===== src/rtl/cnt_down_hms.sv =====
`default_nettype none
// ============================================================================
// Module   : cnt_down_hms
// Brief    : Loadable HH:MM:SS countdown timer with load/start/stop/clear
//            control, one-cycle done pulse and latched alarm.
// Revision : 1.0 - initial release
// ============================================================================
module cnt_down_hms #(
    parameter int MAX_H = 23,
    parameter int MAX_M = 59,
    parameter int MAX_S = 59
) (
    input  logic       rst,
    input  logic       clk,
    input  logic       tick,
    input  logic       load,
    input  logic [6:0] load_h,
    input  logic [6:0] load_m,
    input  logic [6:0] load_s,
    input  logic       start,
    input  logic       stop,
    input  logic       clear,
    output logic [6:0] hours,
    output logic [6:0] minutes,
    output logic [6:0] seconds,
    output logic [1:0] state,
    output logic       running,
    output logic       done,
    output logic       alarm
);

    localparam logic [6:0] C_MAX_H = 7'(MAX_H);
    localparam logic [6:0] C_MAX_M = 7'(MAX_M);
    localparam logic [6:0] C_MAX_S = 7'(MAX_S);

    typedef enum logic [1:0] {
        ST_IDLE  = 2'd0,
        ST_RUN   = 2'd1,
        ST_PAUSE = 2'd2,
        ST_DONE  = 2'd3
    } state_t;

    state_t     state_q, state_d;
    logic [6:0] h_q, h_d;
    logic [6:0] m_q, m_d;
    logic [6:0] s_q, s_d;
    logic       done_q, done_d;
    logic       alarm_q, alarm_d;

    logic       w_nonzero;
    logic       w_last_sec;

    assign w_nonzero  = (h_q != 7'd0) || (m_q != 7'd0) || (s_q != 7'd0);
    assign w_last_sec = (h_q == 7'd0) && (m_q == 7'd0) && (s_q == 7'd1);

    always_ff @(posedge clk or negedge rst) begin
        if (!rst) begin
            state_q <= ST_IDLE;
            h_q     <= 7'd0;
            m_q     <= 7'd0;
            s_q     <= 7'd0;
            done_q  <= 1'b0;
            alarm_q <= 1'b0;
        end else begin
            state_q <= state_d;
            h_q     <= h_d;
            m_q     <= m_d;
            s_q     <= s_d;
            done_q  <= done_d;
            alarm_q <= alarm_d;
        end
    end

    // Strict priority: an active higher event consumes the cycle even when it
    // has no effect in the current state, so lower events are dropped.
    always_comb begin
        state_d = state_q;
        h_d     = h_q;
        m_d     = m_q;
        s_d     = s_q;
        done_d  = 1'b0;
        alarm_d = alarm_q;

        if (clear) begin
            state_d = ST_IDLE;
            h_d     = 7'd0;
            m_d     = 7'd0;
            s_d     = 7'd0;
            alarm_d = 1'b0;
        end else if (load) begin
            if (state_q != ST_RUN) begin
                h_d     = (load_h > C_MAX_H) ? C_MAX_H : load_h;
                m_d     = (load_m > C_MAX_M) ? C_MAX_M : load_m;
                s_d     = (load_s > C_MAX_S) ? C_MAX_S : load_s;
                state_d = ST_IDLE;
                alarm_d = 1'b0;
            end
        end else if (stop) begin
            if (state_q == ST_RUN) begin
                state_d = ST_PAUSE;
            end
        end else if (start) begin
            if ((state_q == ST_IDLE || state_q == ST_PAUSE) && w_nonzero) begin
                state_d = ST_RUN;
            end
        end else if (tick) begin
            if (state_q == ST_RUN && w_nonzero) begin
                if (s_q != 7'd0) begin
                    s_d = s_q - 7'd1;
                end else if (m_q != 7'd0) begin
                    s_d = C_MAX_S;
                    m_d = m_q - 7'd1;
                end else begin
                    s_d = C_MAX_S;
                    m_d = C_MAX_M;
                    h_d = h_q - 7'd1;
                end
                if (w_last_sec) begin
                    state_d = ST_DONE;
                    done_d  = 1'b1;
                    alarm_d = 1'b1;
                end
            end
        end
    end

    assign hours   = h_q;
    assign minutes = m_q;
    assign seconds = s_q;
    assign state   = state_q;
    assign running = (state_q == ST_RUN);
    assign done    = done_q;
    assign alarm   = alarm_q;

endmodule
`default_nettype wire


===== config.mk =====
export PLATFORM = sky130hd
export DESIGN_NAME = cnt_down_hms
export DESIGN_NICKNAME = d
export VERILOG_FILES = /design/src/rtl/cnt_down_hms.sv
export SDC_FILE = /design/constraint.sdc
export NUM_CORES = 1
export LEC_CHECK = 0
export BUFFER_PORTS_ARGS = -buffer_cell sky130_fd_sc_hd__clkbuf_2
export CAP_MARGIN = 20
export CORE_ASPECT_RATIO = 2
export CORE_MARGIN = 2
export CORE_UTILIZATION = 46
export CTS_CLUSTER_SIZE = 30
export DETAILED_ROUTE_END_ITERATION = 6
export HOLD_SLACK_MARGIN = 0.03
export PLACE_DENSITY_LB_ADDON = 0.25
export SYNTH_ARGS = -nofsm -noshare
export SYNTH_HDL_FRONTEND = slang
export SYNTH_SLANG_ARGS = --single-unit

===== constraint.sdc =====
create_clock -name clk -period 2.5 [get_ports clk]
set_input_delay 0.375 -clock clk [delete_from_list [all_inputs] [get_ports clk]]
set_output_delay 0.375 -clock clk [all_outputs]
set_load 0.03 [all_outputs]

==> results of run 1 <==
==> stage by stage <==
stage | utilization [%] | setup slack (ns)
3_5_place_dp | 58.65 | 0.05329
2_1_floorplan | - | 0.009158
6_report | 60.49 | 0.06636
5_1_grt | 60.49 | -0.01714
4_1_cts | 59.87 | 0.02726
3_3_place_gp | 58.65 | 0.1198
==> repair_timing <==
item,4_1_cts,5_1_grt
endpoints found under the setup margin,0,1
resized for setup,0,2
buffers inserted,0,2
==> worst reg2reg max path: stages, from the launching register on <==
cell                      delay, ns
sky130_fd_sc_hd__dfrtp_2       0.44
sky130_fd_sc_hd__inv_2         0.10
sky130_fd_sc_hd__ha_1          0.15
sky130_fd_sc_hd__or3b_4        0.40
sky130_fd_sc_hd__nor4_4        0.43
sky130_fd_sc_hd__mux2i_2       0.15
sky130_fd_sc_hd__o311a_1       0.35
sky130_fd_sc_hd__a311o_1       0.31
==> cell usage in the layout, fill, tap and decap left out, types with 3 or more instances in the layout <==
| master | Yosys | final |
|---|---|---|
| sky130_fd_sc_hd__a21oi_1 | 13 | 13 |
| sky130_fd_sc_hd__a211o_1 | 3 | 3 |
| sky130_fd_sc_hd__o31ai_1 | 6 | 6 |
| sky130_fd_sc_hd__dfrtp_1 | 25 | 23 |
| sky130_fd_sc_hd__nand2b_1 | 3 | 3 |
| sky130_fd_sc_hd__buf_4 | 0 | 20 |
| sky130_fd_sc_hd__or3_1 | 3 | 3 |
| sky130_fd_sc_hd__mux2i_1 | 4 | 3 |
| sky130_fd_sc_hd__nor3_1 | 11 | 11 |
| sky130_fd_sc_hd__clkbuf_2 | 0 | 53 |
| sky130_fd_sc_hd__a311oi_1 | 4 | 4 |
| sky130_fd_sc_hd__nand2_1 | 10 | 10 |
| sky130_fd_sc_hd__a31oi_1 | 6 | 6 |
| sky130_fd_sc_hd__nor2_1 | 26 | 25 |
| sky130_fd_sc_hd__nand4_1 | 3 | 3 |
| sky130_fd_sc_hd__o21ai_0 | 22 | 22 |
| sky130_fd_sc_hd__ha_1 | 6 | 6 |
| sky130_fd_sc_hd__clkbuf_8 | 0 | 3 |
| sky130_fd_sc_hd__inv_1 | 14 | 12 |
| sky130_fd_sc_hd__nand3_1 | 4 | 4 |
==> final cells by class <==
| class | count | area (um^2) | area share (%) |
|---|---|---|---|
| clock buffer | 3 | 41.29 | 1.794 |
| sequential | 25 | 628.1 | 27.30 |
| multi-input combinational | 168 | 1095 | 47.58 |
| tap | 51 | 63.81 | 2.773 |
| inverter | 14 | 52.55 | 2.284 |
| timing repair buffer | 73 | 415.4 | 18.05 |
| clock inverter | 1 | 5.005 | 0.2175 |
==> cells by family after synthesis <==
group | after synthesis
AOI/OAI and AO/OA | 74
xor gates and xnor gates | 3
adders and majority gates | 6
buffers and inverters | 20
DFF | 25
muxes | 6
and+or+nand+nor | 79
==> routing by layer <==
metal	up-vias	part of all wire, %	track usage [%]
li1	946	-	-
met2	75	56	45.89
met5	-	0	0
met4	0	3.4	13.29
met1	957	37	28.38
met3	16	4.1	2.165
==> power groups by stage <==
stage / logic [uW] / clock network [uW] / registers (uW)
2_1_floorplan: 287 / 0 / 622
3_3_place_gp: 592 / 0 / 522
3_5_place_dp: 597 / 0 / 523
4_1_cts: 601 / 257 / 515
5_1_grt: 662 / 276 / 527
6_report: 608 / 252 / 516
==> worst max-delay path by stage <==
stage / start / end / slack [ns] / depth (start not counted)
2_1_floorplan: minutes[0]$_DFFE_PN0P_ / state[1]$_DFFE_PN0P_ / 0.009 / 7
4_1_cts: hours[0]$_DFFE_PN0P_ / state[1]$_DFFE_PN0P_ / 0.03 / 7
3_5_place_dp: hours[0]$_DFFE_PN0P_ / state[1]$_DFFE_PN0P_ / 0.05 / 7
3_3_place_gp: hours[0]$_DFFE_PN0P_ / state[1]$_DFFE_PN0P_ / 0.12 / 7
5_1_grt: minutes[0]$_DFFE_PN0P_ / state[1]$_DFFE_PN0P_ / -0.02 / 7
6_report: hours[0]$_DFFE_PN0P_ / state[1]$_DFFE_PN0P_ / 0.07 / 7
==> state kept, by name, indices dropped and copies added (netlist names) <==
register / cells
hours: 7
minutes: 7
seconds: 7
state: 2
alarm: 1
done: 1
==> impl_metrics.prom, run 1 <==
# TYPE chip_impl_metric gauge
chip_impl_metric{name="drt_iter0_markers",unit=""} 49
chip_impl_info{name="holdCritPathClass",value="input pin to asynchronous set/reset pin"} 1
chip_impl_metric{name="yosys_warnings",unit=""} 0
chip_impl_metric{name="synth_edf_count",unit=""} 0
chip_impl_metric{name="final_nets",unit=""} 319
chip_impl_metric{name="cp_data_required_time",unit="ns"} 2.67
chip_impl_metric{name="final_period_minus_worst_setup_slack",unit="ns"} 2.434
chip_impl_metric{name="pwr_density_cell",unit="nW/um^2"} 598.3
chip_impl_metric{name="drv_cap",unit=""} 0
chip_impl_info{name="critical-path-slowest-cell",value="sky130_fd_sc_hd__dfrtp_2"} 1
chip_impl_metric{name="p_sw",unit="uW"} 577.3
chip_impl_metric{name="num-fill-cells",unit=""} 363
chip_impl_metric{name="grt_max_degree",unit=""} 26
chip_impl_metric{name="final_antenna_net_count",unit=""} 0
chip_impl_metric{name="globalRouteTotalUtil",unit="%"} 26.13
chip_impl_metric{name="ys_async_sr_fraction",unit="%"} 100.0
chip_impl_info{name="cts_tree",value="yes"} 1
chip_impl_metric{name="ys_seq_area_share",unit="%"} 35.11
chip_impl_metric{name="synth_simple_gate_area_share",unit="%"} 23.88
chip_impl_info{name="post-synth-top-count-cell",value="sky130_fd_sc_hd__nor2_1"} 1
chip_impl_metric{name="syn_area_per_cell",unit="um^2"} 8.365
chip_impl_metric{name="critPathArrivalTime",unit="ns"} 2.60
chip_impl_info{name="timing.setup.critical_path_class",value="flip-flop to flip-flop"} 1
chip_impl_metric{name="maxSlewViolCount",unit=""} 0
chip_impl_metric{name="yosys.area_share.adder",unit="%"} 4.213
chip_impl_metric{name="avgViaCountPerCell",unit=""} 5.952
chip_impl_metric{name="die-width",unit="um"} 48.01
chip_impl_metric{name="final_wirelength",unit="mm"} 5.469
chip_impl_info{name="synth_top_family_by_area",value="compound AO/OA/AOI/OAI gates"} 1
chip_impl_metric{name="std_cell_rows",unit=""} 32
chip_impl_metric{name="die_y",unit="um"} 92.02
chip_impl_metric{name="top_level_ports",unit=""} 54
chip_impl_metric{name="critical_path_peak_fanout",unit=""} 5
chip_impl_metric{name="power.static_leakage",unit="uW"} 0.001088
chip_impl_metric{name="grt_pass1_wl",unit="mm"} 8.452
chip_impl_metric{name="worstRegToRegCells",unit=""} 7
chip_impl_metric{name="cts-buffers-inserted",unit=""} 3
chip_impl_metric{name="timing.final.hold_violations",unit=""} 0
chip_impl_metric{name="wire_per_inst",unit="um"} 16.33
chip_impl_metric{name="yosys.cell_types.count",unit=""} 50
chip_impl_metric{name="layout.cell_area.non_filler",unit="um^2"} 2301
chip_impl_metric{name="period_share",unit="%"} 97.35
chip_impl_metric{name="worst-r2r-setup-slack",unit="ns"} 0.07
chip_impl_metric{name="timing.hold.ws",unit="ns"} 0.1179
chip_impl_info{name="synthTopCellsByArea",value="sky130_fd_sc_hd__dfrtp_1 (35%), sky130_fd_sc_hd__o21ai_0 (6.2%), sky130_fd_sc_hd__nor2_1 (5.5%)"} 1
chip_impl_metric{name="max_slew.worst_pin.slew",unit="ns"} 0.6777
chip_impl_info{name="status",value="finished clean"} 1
chip_impl_metric{name="hold_fix_buffers_cts",unit=""} 0
chip_impl_metric{name="final-setup-viol-count",unit=""} 0
chip_impl_info{name="startpoint_of_the_worst_register_to_register_path",value="hours[0]$_DFFE_PN0P_"} 1
chip_impl_metric{name="core",unit="um^2"} 3804
chip_impl_metric{name="p_sw_share",unit="%"} 41.93
chip_impl_metric{name="muxShareOfSynthArea",unit="%"} 3.511
chip_impl_metric{name="synth_xor_area_share",unit="%"} 1.475
chip_impl_metric{name="grt-ovfl-total",unit=""} 0
chip_impl_info{name="synthFlopType",value="sky130_fd_sc_hd__dfrtp_1"} 1
chip_impl_metric{name="critPathBufInv",unit=""} 1
chip_impl_metric{name="irDropWorstVdd",unit="mV"} 0.3418
chip_impl_metric{name="critPathMaxStageDelay",unit="ns"} 0.44
chip_impl_metric{name="dp_cells",unit=""} 329
chip_impl_info{name="endpoint_kind",value="flip-flop"} 1
chip_impl_info{name="netlist.top_cell.by_area",value="sky130_fd_sc_hd__dfrtp_1"} 1
chip_impl_metric{name="timing.slew.headroom",unit="%"} 54.82
chip_impl_metric{name="fmaxAchievable",unit="GHz"} 0.4109
chip_impl_metric{name="htreeDepth",unit=""} 1
chip_impl_info{name="worst_path_dominant_cell_family",value="simple AND/OR/NAND/NOR gates"} 1
chip_impl_metric{name="synth_compound_area_share",unit="%"} 27.60
chip_impl_metric{name="design.die.area",unit="um^2"} 4417
chip_impl_metric{name="final_layout_size_suffix_gt1_share",unit="%"} 32.75
chip_impl_metric{name="route.vias.total",unit=""} 1994
chip_impl_metric{name="power_report.internal_total",unit="uW"} 799.3
chip_impl_metric{name="clock_skew",unit="ns"} 0.003869
chip_impl_metric{name="combinationalPowerShare",unit="%"} 44.2
chip_impl_metric{name="clock_tree_sinks",unit=""} 25
chip_impl_metric{name="gp_congestion",unit=""} 0.9182
chip_impl_metric{name="firstDrtPassIters",unit=""} 4
chip_impl_metric{name="synth.net_count",unit=""} 247
chip_impl_metric{name="ys_seq_elements",unit=""} 25
chip_impl_metric{name="initial_utilization",unit="%"} 46.84
chip_impl_metric{name="finalSetupTns",unit="ns"} 0
chip_impl_info{name="reg2reg_to",value="state[1]$_DFFE_PN0P_"} 1
chip_impl_metric{name="design_power_total",unit="uW"} 1377
chip_impl_info{name="clk_root_buffer_cell",value="sky130_fd_sc_hd__clkbuf_8"} 1
chip_impl_metric{name="postSynthCellCount",unit=""} 213
chip_impl_metric{name="hpwl",unit="mm"} 4.194
chip_impl_metric{name="diodes",unit=""} 0
chip_impl_info{name="critical_path.startpoint_type",value="flip-flop"} 1
chip_impl_metric{name="number_of_antenna_violations_at_the_first_check_in_global_routing",unit=""} 0
chip_impl_info{name="critical_path.cell_chain",value="inv_2, ha_1, or3b_4, nor4_4, mux2i_2, o311a_1, a311o_1"} 1
chip_impl_metric{name="seqPwrFrac",unit="%"} 37.5
chip_impl_metric{name="detail_route.drc_violations",unit=""} 0
chip_impl_metric{name="cts.path.max_buffers",unit=""} 2
chip_impl_metric{name="syn2layout_area_growth",unit="%"} 29.14
chip_impl_metric{name="clkSlewWorstSetupHoldPaths",unit="ns"} 0.09
chip_impl_metric{name="first_global_vias",unit=""} 1915
chip_impl_info{name="synth_top_cells_by_count",value="sky130_fd_sc_hd__nor2_1 (26), sky130_fd_sc_hd__dfrtp_1 (25), sky130_fd_sc_hd__o21ai_0 (22)"} 1
chip_impl_metric{name="io_buffer_count",unit=""} 53
chip_impl_metric{name="syn-cell-area",unit="um^2"} 1782
chip_impl_metric{name="dpl_cell_area",unit="um^2"} 2231
chip_impl_metric{name="layout.cells.non_filler",unit=""} 335
chip_impl_metric{name="clock_power_share",unit="%"} 18.3
chip_impl_metric{name="clk-insertion-delay-late",unit="ns"} 0.27
chip_impl_metric{name="yosysTopAreaCellShare",unit="%"} 35.11
No activity file was read; power rests on OpenSTA's default activity.
==> inputs of run 2 (changes only) <==
--- a/config.mk
+++ b/config.mk
@@ -14,6 +14,7 @@
 export DETAILED_ROUTE_END_ITERATION = 6
 export HOLD_SLACK_MARGIN = 0.03
 export PLACE_DENSITY_LB_ADDON = 0.25
+export SETUP_SLACK_MARGIN = 0.3
 export SYNTH_ARGS = -nofsm -noshare
 export SYNTH_HDL_FRONTEND = slang
 export SYNTH_SLANG_ARGS = --single-unit
==> run 2 against run 1 <==
Flip-flop and latch count unchanged. Routed wire length is 3.7% higher. Clock power shrank 2%. Count of clock-buffer cells in the layout is 1 higher. Largest power group unchanged. Register-to-register slack improved by 0.17 ns. Sequential share of layout area decreased by 0.95 points. Final cell count up 1.8%. Hold slack better by 0.00084 ns. Via count up 0.65%. Critical path type unchanged. Non-clock buffer count is 6 higher. Maximum frequency is 7.7% higher. Combinational power up 6.4%.
==> impl_metrics.prom, run 2 (same netlist as run 1, synthesis figures left out) <==
# TYPE chip_impl_metric gauge
chip_impl_info{name="status",value="finished clean"} 1
chip_impl_metric{name="max_slew.worst_pin.slew",unit="ns"} 0.6753
chip_impl_info{name="cts_tree",value="yes"} 1
chip_impl_metric{name="detail_route.drc_violations",unit=""} 0
chip_impl_metric{name="area.sequential",unit="um^2"} 630.6
chip_impl_metric{name="final-setup-viol-count",unit=""} 0
chip_impl_metric{name="timing.hold.ws",unit="ns"} 0.1187
chip_impl_metric{name="die_y",unit="um"} 92.02
chip_impl_metric{name="pwr_density_cell",unit="nW/um^2"} 591.8
chip_impl_metric{name="final_wirelength",unit="mm"} 5.673
chip_impl_metric{name="clkSlewWorstSetupHoldPaths",unit="ns"} 0.09
chip_impl_metric{name="clk-insertion-delay-late",unit="ns"} 0.27
chip_impl_metric{name="io_buffer_count",unit=""} 53
chip_impl_info{name="reg2reg_to",value="state[1]$_DFFE_PN0P_"} 1
chip_impl_metric{name="clock_skew",unit="ns"} 0.003004
chip_impl_metric{name="drt_iter0_markers",unit=""} 62
chip_impl_metric{name="final_nets",unit=""} 325
chip_impl_info{name="timing.setup.critical_path_class",value="flip-flop to flip-flop"} 1
chip_impl_metric{name="worstRegToRegCells",unit=""} 8
chip_impl_metric{name="globalRouteTotalUtil",unit="%"} 27.80
chip_impl_metric{name="num-fill-cells",unit=""} 343
chip_impl_info{name="holdCritPathClass",value="input pin to asynchronous set/reset pin"} 1
chip_impl_metric{name="avgViaCountPerCell",unit=""} 5.886
chip_impl_metric{name="diodes",unit=""} 0
chip_impl_info{name="layout_commonest_cell",value="sky130_fd_sc_hd__clkbuf_2"} 1
chip_impl_metric{name="clock_tree_sinks",unit=""} 25
chip_impl_metric{name="period_share",unit="%"} 90.41
chip_impl_metric{name="detailedPlace.worstSlack",unit="ns"} 0.1553
chip_impl_metric{name="route.vias.total",unit=""} 2007
chip_impl_info{name="top_layer_used",value="met4"} 1
chip_impl_metric{name="timing.slew.headroom",unit="%"} 54.98
chip_impl_metric{name="worst_slack",unit="ns"} 0.2398
chip_impl_info{name="startpoint_of_the_worst_register_to_register_path",value="hours[1]$_DFFE_PN0P_"} 1
chip_impl_info{name="critical_path.cell_chain",value="inv_2, ha_2, or3b_4, nor4_4, buf_4, mux2i_2, nor4_1, a311o_1"} 1
chip_impl_metric{name="gp_congestion",unit=""} 0.9293
chip_impl_metric{name="cts.path.max_buffers",unit=""} 2
chip_impl_metric{name="final_antenna_net_count",unit=""} 0
chip_impl_metric{name="htreeDepth",unit=""} 1
chip_impl_metric{name="first_global_vias",unit=""} 1979
chip_impl_metric{name="footprint_of_the_multi_input_gates",unit="um^2"} 1129
chip_impl_info{name="rsz_0062_raised_after_global_routing",value="true"} 1
chip_impl_metric{name="die-width",unit="um"} 48.01
chip_impl_metric{name="fmaxAchievable",unit="GHz"} 0.4424
chip_impl_metric{name="routed-wl-met3",unit="um"} 225
chip_impl_metric{name="met2_length",unit="mm"} 3.254
chip_impl_metric{name="drv_cap",unit=""} 0
chip_impl_metric{name="irDropWorstVdd",unit="mV"} 0.4676
chip_impl_metric{name="std_cell_rows",unit=""} 32
chip_impl_metric{name="power.static_leakage",unit="uW"} 0.001120
chip_impl_metric{name="maxSlewViolCount",unit=""} 0
chip_impl_metric{name="final_layout_size_suffix_gt1_share",unit="%"} 37.93
chip_impl_metric{name="critical_path_peak_fanout",unit=""} 5
chip_impl_metric{name="grt-ovfl-total",unit=""} 0
chip_impl_metric{name="route.layer.met1.wl",unit="mm"} 1.998
chip_impl_metric{name="grt_max_degree",unit=""} 26
chip_impl_metric{name="number_of_antenna_violations_at_the_first_check_in_global_routing",unit=""} 0
chip_impl_metric{name="cp_data_required_time",unit="ns"} 2.66
chip_impl_metric{name="cts-buffers-inserted",unit=""} 3
chip_impl_metric{name="firstDrtPassIters",unit=""} 4
chip_impl_metric{name="critPathMaxStageDelay",unit="ns"} 0.41
chip_impl_metric{name="initial_utilization",unit="%"} 46.84
chip_impl_metric{name="final_period_minus_worst_setup_slack",unit="ns"} 2.260
chip_impl_metric{name="critPathArrivalTime",unit="ns"} 2.42
chip_impl_info{name="worst_setup_startpoint",value="hours[1]$_DFFE_PN0P_"} 1
chip_impl_metric{name="core",unit="um^2"} 3804
chip_impl_metric{name="wire_per_inst",unit="um"} 16.64
chip_impl_metric{name="grt_pass1_wl",unit="mm"} 8.914
chip_impl_info{name="critical_path.startpoint_type",value="flip-flop"} 1
chip_impl_metric{name="top_level_ports",unit=""} 54
chip_impl_metric{name="timing.final.hold_violations",unit=""} 0
chip_impl_info{name="endpoint_kind",value="flip-flop"} 1
chip_impl_metric{name="hpwl",unit="mm"} 4.351
chip_impl_metric{name="finalSetupTns",unit="ns"} 0
chip_impl_metric{name="design.die.area",unit="um^2"} 4417
chip_impl_info{name="clk_root_buffer_cell",value="sky130_fd_sc_hd__clkbuf_8"} 1
chip_impl_metric{name="worst-r2r-setup-slack",unit="ns"} 0.24
chip_impl_info{name="timing.critical_path.to",value="state[1]$_DFFE_PN0P_"} 1
chip_impl_info{name="final_cell_mix",value="sky130_fd_sc_hd__clkbuf_2 (53), sky130_fd_sc_hd__buf_4 (25), sky130_fd_sc_hd__nor2_1 (22)"} 1
chip_impl_metric{name="syn2layout_area_growth",unit="%"} 34.34
chip_impl_info{name="critical-path-slowest-cell",value="sky130_fd_sc_hd__dfrtp_2"} 1
[run 2: cell types whose count changed in the layout (fill, tap and decap cells not counted), sizes merged]
| cell | change |
|---|---|
| buf | +6 |
| clkbuf | +1 |
| clkinv | -1 |
[run 2: repair_timing]
item / CTS / global route
setup endpoints to repair: 8 / 20
hold buffers: 0 / 0
hold endpoints to repair: 0 / 0
setup buffers: 10 / 1
pin swaps: 1 / 1
gates cloned: 0 / 0
gates resized for setup: 2 / 6
[run 2: worst min-delay path by stage]
stage	from	endpoint	slack (ns)	depth (start not counted)
global route	rst	minutes[4]$_DFFE_PN0P_	0.16	1
detailed placement	rst	minutes[4]$_DFFE_PN0P_	0.44	1
floorplan	rst	alarm$_DFFE_PN0P_	0.08	0
CTS	rst	minutes[4]$_DFFE_PN0P_	0.14	1
global placement	rst	minutes[4]$_DFFE_PN0P_	0.45	1
finish	rst	minutes[4]$_DFFE_PN0P_	0.12	1
[run 2: worst max-delay path, delay by kind of cell, from the launching register on]
kind,cells,cell delay [ns]
and+or+nand+nor,3,0.76
adders and majority gates,1,0.16
buffers and inverters,2,0.25
AOI/OAI and AO/OA,1,0.32
DFF,1,0.41
muxes,1,0.26
[run 2: metal layers]
metal	vias to the layer above	GRT usage [%]
met5	-	0
met4	0	13.96
met3	16	1.969
met2	80	49.89
met1	955	29.29
li1	956	-
[run 2: power by group]
group / internal [uW] / switching, uW / leakage (uW)
Clock: 114 / 134 / 0.0000228
Sequential: 456 / 65.6 / 0.000323
Combinational: 260 / 387 / 0.000774
[run 2: final cells by class]
| cell class | instances | area share, % |
|---|---|---|
| multi-input combinational | 168 | 47.15 |
| sequential | 25 | 26.35 |
| timing repair buffer | 79 | 19.76 |
| tap | 51 | 2.666 |
| inverter | 14 | 2.196 |
| clock buffer | 4 | 1.882 |
[run 2: stage by stage]
step	util [%]	area [um^2]	power, uW	instances
2_1_floorplan	-	1815	915.1	213
3_3_place_gp	58.82	2237	1111	326
3_5_place_dp	58.82	2237	1117	326
4_1_cts	62.04	2360	1406	340
5_1_grt	62.93	2394	1505	341
6_report	62.93	2394	1416	341
